## config.mk

```make
export PLATFORM = sky130hd
export DESIGN_NAME = if_id_queue
export DESIGN_NICKNAME = d
export VERILOG_FILES = /design/src/rtl/if_id_queue_pkg.sv /design/src/rtl/fetch_queue_ctrl.sv /design/src/rtl/if_id_queue.sv
export SDC_FILE = /design/constraint.sdc
export NUM_CORES = 1
export LEC_CHECK = 0
export BUFFER_PORTS_ARGS = -buffer_cell sky130_fd_sc_hd__buf_2
export CAP_MARGIN = 20
export CORE_MARGIN = 4
export CORE_UTILIZATION = 45
export CTS_CLUSTER_SIZE = 28
export DETAILED_ROUTE_END_ITERATION = 16
export GPL_ROUTABILITY_DRIVEN = 0
export GPL_TIMING_DRIVEN = 0
export SYNTH_ARGS = -nofsm -noshare
export SYNTH_HDL_FRONTEND = slang
export SYNTH_SLANG_ARGS = --single-unit
```

## constraint.sdc

```tcl
create_clock -name clk -period 4.15 [get_ports clk]
set_input_delay 1.0375 -clock clk [delete_from_list [all_inputs] [get_ports clk]]
set_output_delay 1.0375 -clock clk [all_outputs]
set_load 0.01 [all_outputs]
```

## src/rtl/if_id_queue_pkg.sv

```systemverilog
// rtl/if_id_queue_pkg.sv - shared fetch/decode definitions for the instruction buffer
//
// Purpose: constants and types shared between the fetch stage, the
// fetch-to-decode queue and the decode stage.
//   NOP_ENCODING   : canonical no-op (addi x0, x0, 0) shown to decode when idle
//   fetch_bundle_t : one fetched instruction with its side information
package if_id_queue_pkg;

  localparam int CPU_XLEN = 32;

  localparam logic [31:0] NOP_ENCODING = 32'h00000013;

  typedef struct packed {
    logic [CPU_XLEN-1:0] pc;
    logic [CPU_XLEN-1:0] inst;
    logic [CPU_XLEN-1:0] imm;
    logic                pred_taken;
  } fetch_bundle_t;

endpackage

```

## src/rtl/fetch_queue_ctrl.sv

```systemverilog
// rtl/fetch_queue_ctrl.sv - pointer, occupancy and flush control for the fetch queue
//
// Purpose: bookkeeping half of the fetch-to-decode queue. Storage lives in
// the parent; this block decides when a write or read actually happens.
// Ports:
//   clk, rst            clock, asynchronous active-low reset
//   flush               redirect; clears pointers and occupancy, voids handshakes
//   enq_valid/enq_ready fetch-side handshake
//   deq_valid/deq_ready decode-side handshake
//   enq_fire            parent writes storage at wr_ptr when high
//   wr_ptr, rd_ptr      storage indices
//   count               number of valid entries
module fetch_queue_ctrl #(
  parameter int DEPTH = 4
) (
  input  logic                       clk,
  input  logic                       rst,
  input  logic                       flush,
  input  logic                       enq_valid,
  input  logic                       deq_ready,
  output logic                       enq_ready,
  output logic                       deq_valid,
  output logic                       enq_fire,
  output logic [$clog2(DEPTH)-1:0]   wr_ptr,
  output logic [$clog2(DEPTH)-1:0]   rd_ptr,
  output logic [$clog2(DEPTH+1)-1:0] count
);

  localparam int CW = $clog2(DEPTH + 1);

  logic deq_fire;

  // Ready depends only on registered occupancy: a full queue refuses a write
  // even if decode drains an entry in the same cycle.
  assign enq_ready = (count != CW'(DEPTH));
  assign deq_valid = (count != '0);

  // Flush voids both handshakes so the wrong-path bundle is never stored and
  // the consumed head is not counted.
  assign enq_fire = enq_valid & enq_ready & ~flush;
  assign deq_fire = deq_valid & deq_ready & ~flush;

  always_ff @(posedge clk or negedge rst) begin
    if (!rst) begin
      wr_ptr <= '0;
      rd_ptr <= '0;
      count  <= '0;
    end else if (flush) begin
      wr_ptr <= '0;
      rd_ptr <= '0;
      count  <= '0;
    end else begin
      // Pointers are exactly log2(DEPTH) wide, so the increment wraps for free.
      if (enq_fire) wr_ptr <= wr_ptr + 1'b1;
      if (deq_fire) rd_ptr <= rd_ptr + 1'b1;
      case ({enq_fire, deq_fire})
        2'b10:   count <= count + 1'b1;
        2'b01:   count <= count - 1'b1;
        default: count <= count;
      endcase
    end
  end

endmodule

```

## src/rtl/if_id_queue.sv

```systemverilog
// rtl/if_id_queue.sv - in-order instruction buffer between fetch and decode
//
// Purpose: buffers up to DEPTH fetched bundles and presents the oldest one to
// decode; a flush discards everything buffered. No bypass: a bundle written
// on one edge is visible to decode from the next cycle on.
// Ports:
//   clk, rst                 clock, asynchronous active-low reset
//   flush                    redirect / mispredict
//   enq_valid, enq_ready     fetch handshake
//   enq_pc/inst/imm/pred_taken  offered bundle
//   deq_valid, deq_ready     decode handshake
//   deq_pc/inst/imm/pred_taken  head bundle (NOP / zeros when empty)
//   count                    number of buffered bundles
module if_id_queue
  import if_id_queue_pkg::*;
#(
  parameter int              XLEN     = 32,
  parameter int              DEPTH    = 4,
  parameter logic [XLEN-1:0] NOP_INST = NOP_ENCODING
) (
  input  logic                       clk,
  input  logic                       rst,
  input  logic                       flush,
  input  logic                       enq_valid,
  output logic                       enq_ready,
  input  logic [XLEN-1:0]            enq_pc,
  input  logic [XLEN-1:0]            enq_inst,
  input  logic [XLEN-1:0]            enq_imm,
  input  logic                       enq_pred_taken,
  output logic                       deq_valid,
  input  logic                       deq_ready,
  output logic [XLEN-1:0]            deq_pc,
  output logic [XLEN-1:0]            deq_inst,
  output logic [XLEN-1:0]            deq_imm,
  output logic                       deq_pred_taken,
  output logic [$clog2(DEPTH+1)-1:0] count
);

  localparam int PW = $clog2(DEPTH);

  logic          enq_fire;
  logic [PW-1:0] wr_ptr;
  logic [PW-1:0] rd_ptr;

  // Storage is deliberately not reset; the output mux hides stale contents.
  logic [XLEN-1:0] pc_mem   [DEPTH];
  logic [XLEN-1:0] inst_mem [DEPTH];
  logic [XLEN-1:0] imm_mem  [DEPTH];
  logic            pred_mem [DEPTH];

  fetch_queue_ctrl #(
    .DEPTH (DEPTH)
  ) u_ctrl (
    .clk       (clk),
    .rst       (rst),
    .flush     (flush),
    .enq_valid (enq_valid),
    .deq_ready (deq_ready),
    .enq_ready (enq_ready),
    .deq_valid (deq_valid),
    .enq_fire  (enq_fire),
    .wr_ptr    (wr_ptr),
    .rd_ptr    (rd_ptr),
    .count     (count)
  );

  always_ff @(posedge clk) begin
    if (enq_fire) begin
      pc_mem[wr_ptr]   <= enq_pc;
      inst_mem[wr_ptr] <= enq_inst;
      imm_mem[wr_ptr]  <= enq_imm;
      pred_mem[wr_ptr] <= enq_pred_taken;
    end
  end

  // When empty, decode sees a NOP with zeroed side fields, which also keeps
  // uninitialised storage from ever reaching the outputs.
  always_comb begin
    deq_pc         = '0;
    deq_inst       = NOP_INST;
    deq_imm        = '0;
    deq_pred_taken = 1'b0;
    if (deq_valid) begin
      deq_pc         = pc_mem[rd_ptr];
      deq_inst       = inst_mem[rd_ptr];
      deq_imm        = imm_mem[rd_ptr];
      deq_pred_taken = pred_mem[rd_ptr];
    end
  end

endmodule

```

---- Word level (Yosys, flattened, before mapping) ----
Memory sizes are Yosys's and may differ from the RTL's.
Index checks and enable logic that the tools add are counted.
word-level totals
  logic and storage cells ................. 35
  output and inout bits ................... 102
  latch bits .............................. 0
  register bits after elaboration ......... 7
  bits in read-only memories .............. 0
  memories ................................ 4
  RAM bits ................................ 388
memory list
  name      words  bits a word  read ports  clocked after memory_dff  write ports  line               source
  imm_mem   4      32           1           0                         1            if_id_queue.sv:48  logic [XLEN-1:0] imm_mem [DEPTH];
  inst_mem  4      32           1           0                         1            if_id_queue.sv:47  logic [XLEN-1:0] inst_mem [DEPTH];
  pc_mem    4      32           1           0                         1            if_id_queue.sv:46  logic [XLEN-1:0] pc_mem [DEPTH];
  pred_mem  4      1            1           0                         1            if_id_queue.sv:49  logic pred_mem [DEPTH];
cells by class
  $mul .................................... 0
  muxes and demuxes ....................... 12
  order comparisons ....................... 0
  divide/modulo/power cells ............... 0
  add/subtract/negate cells ............... 4
  eq/ne operators ......................... 3
  bitwise operators ....................... 5
  reductions and logical operators ........ 4
  shift operators ......................... 0
operator list
  cell                 count
  $mux 32              3
  $mux 2               4
  $pmux 3 s2           1
  $reduce_bool 3->1    2
  $add 2x1->2 const B  2
  $and 1x1->1          4
  $reduce_bool 2->1    2
  $add 3x1->3 const B  1
  $mux 1               3
  $mux 3               1
  $ne 3x3->1 const B   1
  $sub 3x1->3 const B  1
  $eq 2x1->1 const B   1
  $eq 2x2->1 const B   1
  $not 1->1            1

---- Longest topological paths before layout ----
  depth after elaboration ................. 6
  gate-level depth with buffers ........... 8

---- By module ----
From an unflattened synthesis, not the netlist that was laid out.
second synthesis, totals
  cells, all modules ...................... 779
  area total of the unflattened synthesis .. 15029.4 sq um
modules (own cells, without submodules)
  module            times used  area an instance (sq um)  sequential area each (sq um)  cells each
  if_id_queue       1           14533.9                   11651.2                       724
  fetch_queue_ctrl  1           495.5                     175.2                         55

---- Worst setup path after synthesis ----
No wires, ideal clock.
  kind .................................... in2reg
  from .................................... in enq_valid
  to ...................................... mem imm_mem[0][0] (enable)
  slack ................................... -0.120 ns
  data required time ...................... 3.683 ns
  setup time .............................. 0.467 ns
  data arrival time ....................... 3.803 ns
  stages .................................. 4
  buffers on the path ..................... 1
  path through ............................ buf_2 > inv_1 > nor2_1 > and3_1
on the way
  cells in the longest elaborated chain, start to end .. 4
RTL lines
  element                       line                    source
  start: declaration            if_id_queue.sv:24       input logic enq_valid,
  $and 1x1->1 (2 in a row)      fetch_queue_ctrl.sv:40  assign enq_fire = enq_valid & enq_ready & ~flush;
  $mux 1                        if_id_queue.sv:68       if (enq_fire) begin
  $mux 1 (implied by the code)  if_id_queue.sv:71       imm_mem[wr_ptr] <= enq_imm;
  end: declaration              if_id_queue.sv:48
No other way between the ends.

---- Worst setup path in the final report ----
  from .................................... reg u_ctrl.count[1]
  to ...................................... out deq_pc[15]
on the way
  cells in the longest elaborated chain, start to end .. 2
RTL lines
  element                   line                    source
  start: declaration        fetch_queue_ctrl.sv:26  output logic [$clog2(DEPTH+1)-1:0] count
  start signal: assignment  fetch_queue_ctrl.sv:57  2'b10: count <= count + 1'b1;
  start signal: assignment  fetch_queue_ctrl.sv:58  2'b01: count <= count - 1'b1;
  start signal: assignment  fetch_queue_ctrl.sv:59  default: count <= count;
  $reduce_bool 3->1         fetch_queue_ctrl.sv:36  assign deq_valid = (count != '0);
  $mux 32                   if_id_queue.sv:83       if (deq_valid) begin
  end: declaration          if_id_queue.sv:32       output logic [XLEN-1:0] deq_pc,
No other way between the ends.

==> impl_metrics.prom <==
# TYPE chip_impl_metric gauge
chip_impl_info{name="run_status",value="completed"} 1
chip_impl_metric{name="critPathMaxFanout",unit=""} 10
chip_impl_metric{name="placement_rows",unit=""} 66
chip_impl_metric{name="io_pins",unit=""} 204
chip_impl_metric{name="drt_iter0_drc",unit=""} 462
chip_impl_metric{name="clock-sinks",unit=""} 395
chip_impl_info{name="layout.cells.most_common_list",value="edfxtp_1 (388), buf_2 (215), mux4_2 (97)"} 1
chip_impl_metric{name="nNetsFinal",unit=""} 1036
chip_impl_metric{name="die_width",unit="µm"} 191.5
chip_impl_metric{name="post_layout_nonfiller_instances",unit=""} 1404
chip_impl_info{name="worstReg2RegEnd",value="u_ctrl.count[1]"} 1
chip_impl_metric{name="drtPass1Iterations",unit=""} 4
chip_impl_metric{name="p_total",unit="mW"} 10.50
chip_impl_metric{name="die-height",unit="µm"} 191.5
chip_impl_info{name="cts-root-buf",value="clkbuf_16"} 1
chip_impl_info{name="crit_path_start_kind",value="flop"} 1
chip_impl_metric{name="port_buffers",unit=""} 200
chip_impl_metric{name="post_detailed_route_wirelength_per_cell",unit="µm"} 21.86
chip_impl_metric{name="post_synth_inst_count",unit=""} 679
chip_impl_metric{name="antenna_left",unit=""} 0
chip_impl_metric{name="routed_via_density",unit=""} 5.237
chip_impl_metric{name="antenna_violations_before_repair",unit=""} 5
chip_impl_metric{name="syn_nets",unit=""} 786
chip_impl_metric{name="post_cts_repair_timing_setup_buffer_count",unit=""} 0
chip_impl_metric{name="start_util",unit=""} 0.4611
chip_impl_metric{name="worstPathArrival",unit="ps"} 2620
chip_impl_info{name="r2r-start",value="u_ctrl.count[2]"} 1
chip_impl_metric{name="numCtsBuffers",unit=""} 42
chip_impl_metric{name="syn2layout_area_growth",unit="%"} 20.26
chip_impl_metric{name="drv_cap",unit=""} 0
chip_impl_metric{name="place_hpwl",unit="mm"} 19.00
chip_impl_metric{name="area_of_the_die",unit="µm²"} 36680
chip_impl_metric{name="power_per_cell_area",unit="nW/µm²"} 576.2
chip_impl_metric{name="critical_path_required",unit="ps"} 3110
chip_impl_metric{name="num_vias",unit=""} 7353
chip_impl_metric{name="number_of_drc_violations_after_detailed_routing",unit=""} 0
chip_impl_metric{name="syn_area_per_cell",unit="µm²"} 22.32
chip_impl_metric{name="min_period_over_period",unit=""} 0.8819
chip_impl_metric{name="post_synth_num_cell_types",unit=""} 32
chip_impl_metric{name="global_route.overflow_total",unit=""} 0
chip_impl_metric{name="peak_vdd_ir",unit="µV"} 391.0
chip_impl_metric{name="grt_max_degree",unit=""} 54
chip_impl_metric{name="max_slew.worst_pin.slew",unit="ps"} 879.2
chip_impl_info{name="layout_commonest_cell",value="edfxtp_1"} 1
chip_impl_metric{name="post-route-min-period",unit="ps"} 3660
chip_impl_metric{name="finalSetupViolations",unit=""} 0
chip_impl_metric{name="cts.reportedPaths.clkPinSlew",unit="ps"} 60
chip_impl_metric{name="layout_cells_sized_above_1",unit=""} 0.3985
chip_impl_metric{name="timing.reg2reg.setup_slack",unit="ps"} 1570
chip_impl_metric{name="synth.yosys.seq_area_share",unit=""} 0.7803
chip_impl_metric{name="cts_hold_buffers",unit=""} 0
chip_impl_metric{name="grt_util_all_layers",unit=""} 0.1687
chip_impl_info{name="rsz0062_at_grt",value="no"} 1
chip_impl_metric{name="worst_clock_skew",unit="ps"} 9.347
chip_impl_metric{name="clock.fmax",unit="MHz"} 273.2
chip_impl_metric{name="wire_length_of_the_first_global_routing_pass",unit="mm"} 46.82
chip_impl_metric{name="routed_wl",unit="mm"} 30.69
chip_impl_info{name="min_path_type",value="in -> async"} 1
chip_impl_metric{name="worst-r2r-cell-count",unit=""} 7
chip_impl_metric{name="fp.coreArea",unit="µm²"} 32870
chip_impl_metric{name="maxSlewHeadroom",unit=""} 0.4138
chip_impl_metric{name="final_number_of_max_transition_violations",unit=""} 0
chip_impl_info{name="end_kind",value="output port"} 1
chip_impl_metric{name="clock_latency",unit="ps"} 520
chip_impl_metric{name="cts-root-to-sink-buffers",unit=""} 3
chip_impl_metric{name="grt_pass1_vias",unit=""} 7919
chip_impl_metric{name="post_cts.resized_instances",unit=""} 0
chip_impl_metric{name="htreeDepth",unit=""} 2
chip_impl_metric{name="timing_hold_violations_final",unit=""} 0
chip_impl_metric{name="leakage",unit="nW"} 6.234
chip_impl_info{name="critPathKind",value="reg -> out"} 1
chip_impl_metric{name="placedCellCount",unit=""} 1327
chip_impl_metric{name="post_synth_instance_area",unit="µm²"} 15160
chip_impl_metric{name="synth_seq_cells",unit=""} 395
chip_impl_info{name="cts_tree",value="built"} 1
chip_impl_metric{name="ys.warnings.count",unit=""} 0
-- where the power goes --
group          internal (mW)  leakage (nW)  total, mW  switching, mW
sequential              4.59          3.62       4.64         0.0577
combinational           1.05          1.98       2.27           1.22
clock                   2.16         0.639       3.59           1.43
total                   7.79          6.23       10.5           2.71
-- cell type report --
class	instances	area (µm²)
diodes	1	2.502
plain buffers	36	187.7
clock buffers	57	1171
clock inverters	19	165.2
fillers	2613	14640
inverters	5	18.77
multi-input cells	243	3143
flip-flops and latches	395	11830
well taps	442	553.0
repair buffers	206	1159
-- logic make-up after synthesis --
logic type | count (synthesis) | share of synthesized area
AO/OA/AOI/OAI | 12 | 0.005366
XOR/XNOR | 4 | 0.002312
adder cells (fa/ha/maj) | 5 | 0.004623
buffers and inverters | 41 | 0.01362
flip-flops | 395 | 0.7803
multiplexers | 98 | 0.1448
AND/OR/NAND/NOR | 124 | 0.04896
-- through the flow --
stage | area (µm²) | setup TNS (ps) | setup slack (ps) | hold slack [ps] | utilization
finish | 18230 | 0 | 489.9 | 338.3 | 0.5546
global route | 18220 | 0 | 227.0 | 320.9 | 0.5545
CTS | 18220 | 0 | 365.8 | 316.8 | 0.5545
detailed placement | 16890 | 0 | 866.1 | 582.2 | 0.5138
global placement | 16710 | -34710 | -131.8 | 564.7 | 0.5086
floorplan | 15160 | 0 | 976.1 | 542.5 | -
-- routing by layer --
layer	global-route usage	vias to the layer above	wire, µm
met1	0.2259	3811	13040
li1	-	3268	-
met4	0.04254	10	579
met3	0.04766	56	2208
met5	0	-	50
met2	0.2768	208	14820
-- Yosys cell counts --
cell / count / share of area
fa_1: 1 / 0.0013
or3b_2: 1 / 0.00058
buf_2: 15 / 0.0050
nor2_1: 9 / 0.0022
mux4_2: 97 / 0.14
ha_1: 4 / 0.0033
nor3_1: 2 / 0.00066
or3b_1: 1 / 0.00058
nand3_1: 2 / 0.00066
o21ai_0: 3 / 0.00099
buf_8: 2 / 0.0020
xnor2_1: 1 / 0.00058
inv_1: 5 / 0.0012
buf_6: 1 / 0.00074
or2_1: 3 / 0.0012
nand2_1: 6 / 0.0015
clkbuf_1: 17 / 0.0042
a21oi_1: 4 / 0.0013
and3_1: 4 / 0.0017
a311oi_1: 1 / 0.00058
and2_1: 94 / 0.039
a211oi_1: 1 / 0.00050
dfrtp_1: 7 / 0.012
o221a_2: 1 / 0.00074
xor2_1: 3 / 0.0017
mux2i_1: 1 / 0.00066
edfxtp_1: 388 / 0.77
nor3_2: 1 / 0.00066
buf_4: 1 / 0.00050
nor2b_1: 1 / 0.00041
a2111oi_0: 1 / 0.00058
a311o_1: 1 / 0.00066
-- critical path, stage by stage, from the launching register on --
cell and delay [ps]:
dfrtp_1 540, nor3_2 120, inv_1 300, buf_2 380
clkbuf_1 400, and2_1 200, buf_2 160
-- state kept, by name, summed over array words and instances (netlist names) --
signal and cells:
u_ctrl.rd_ptr 2, imm_mem 128, u_ctrl.count 3, pred_mem 4, pc_mem 128, u_ctrl.wr_ptr 2
inst_mem 128
-- how the worst max path moves through the flow --
stage,from,cells after the start,slack (ps),to
finish,u_ctrl.count[1],6,490,deq_pc[15]
global route,u_ctrl.count[0],6,230,deq_pc[2]
CTS,u_ctrl.count[0],6,370,deq_pc[18]
detailed placement,enq_valid,5,870,pc_mem[0][4]
global placement,enq_valid,4,-130,pc_mem[1][4]
floorplan,enq_valid,4,980,imm_mem[0][0]
Power figures use the tool's default switching activity.
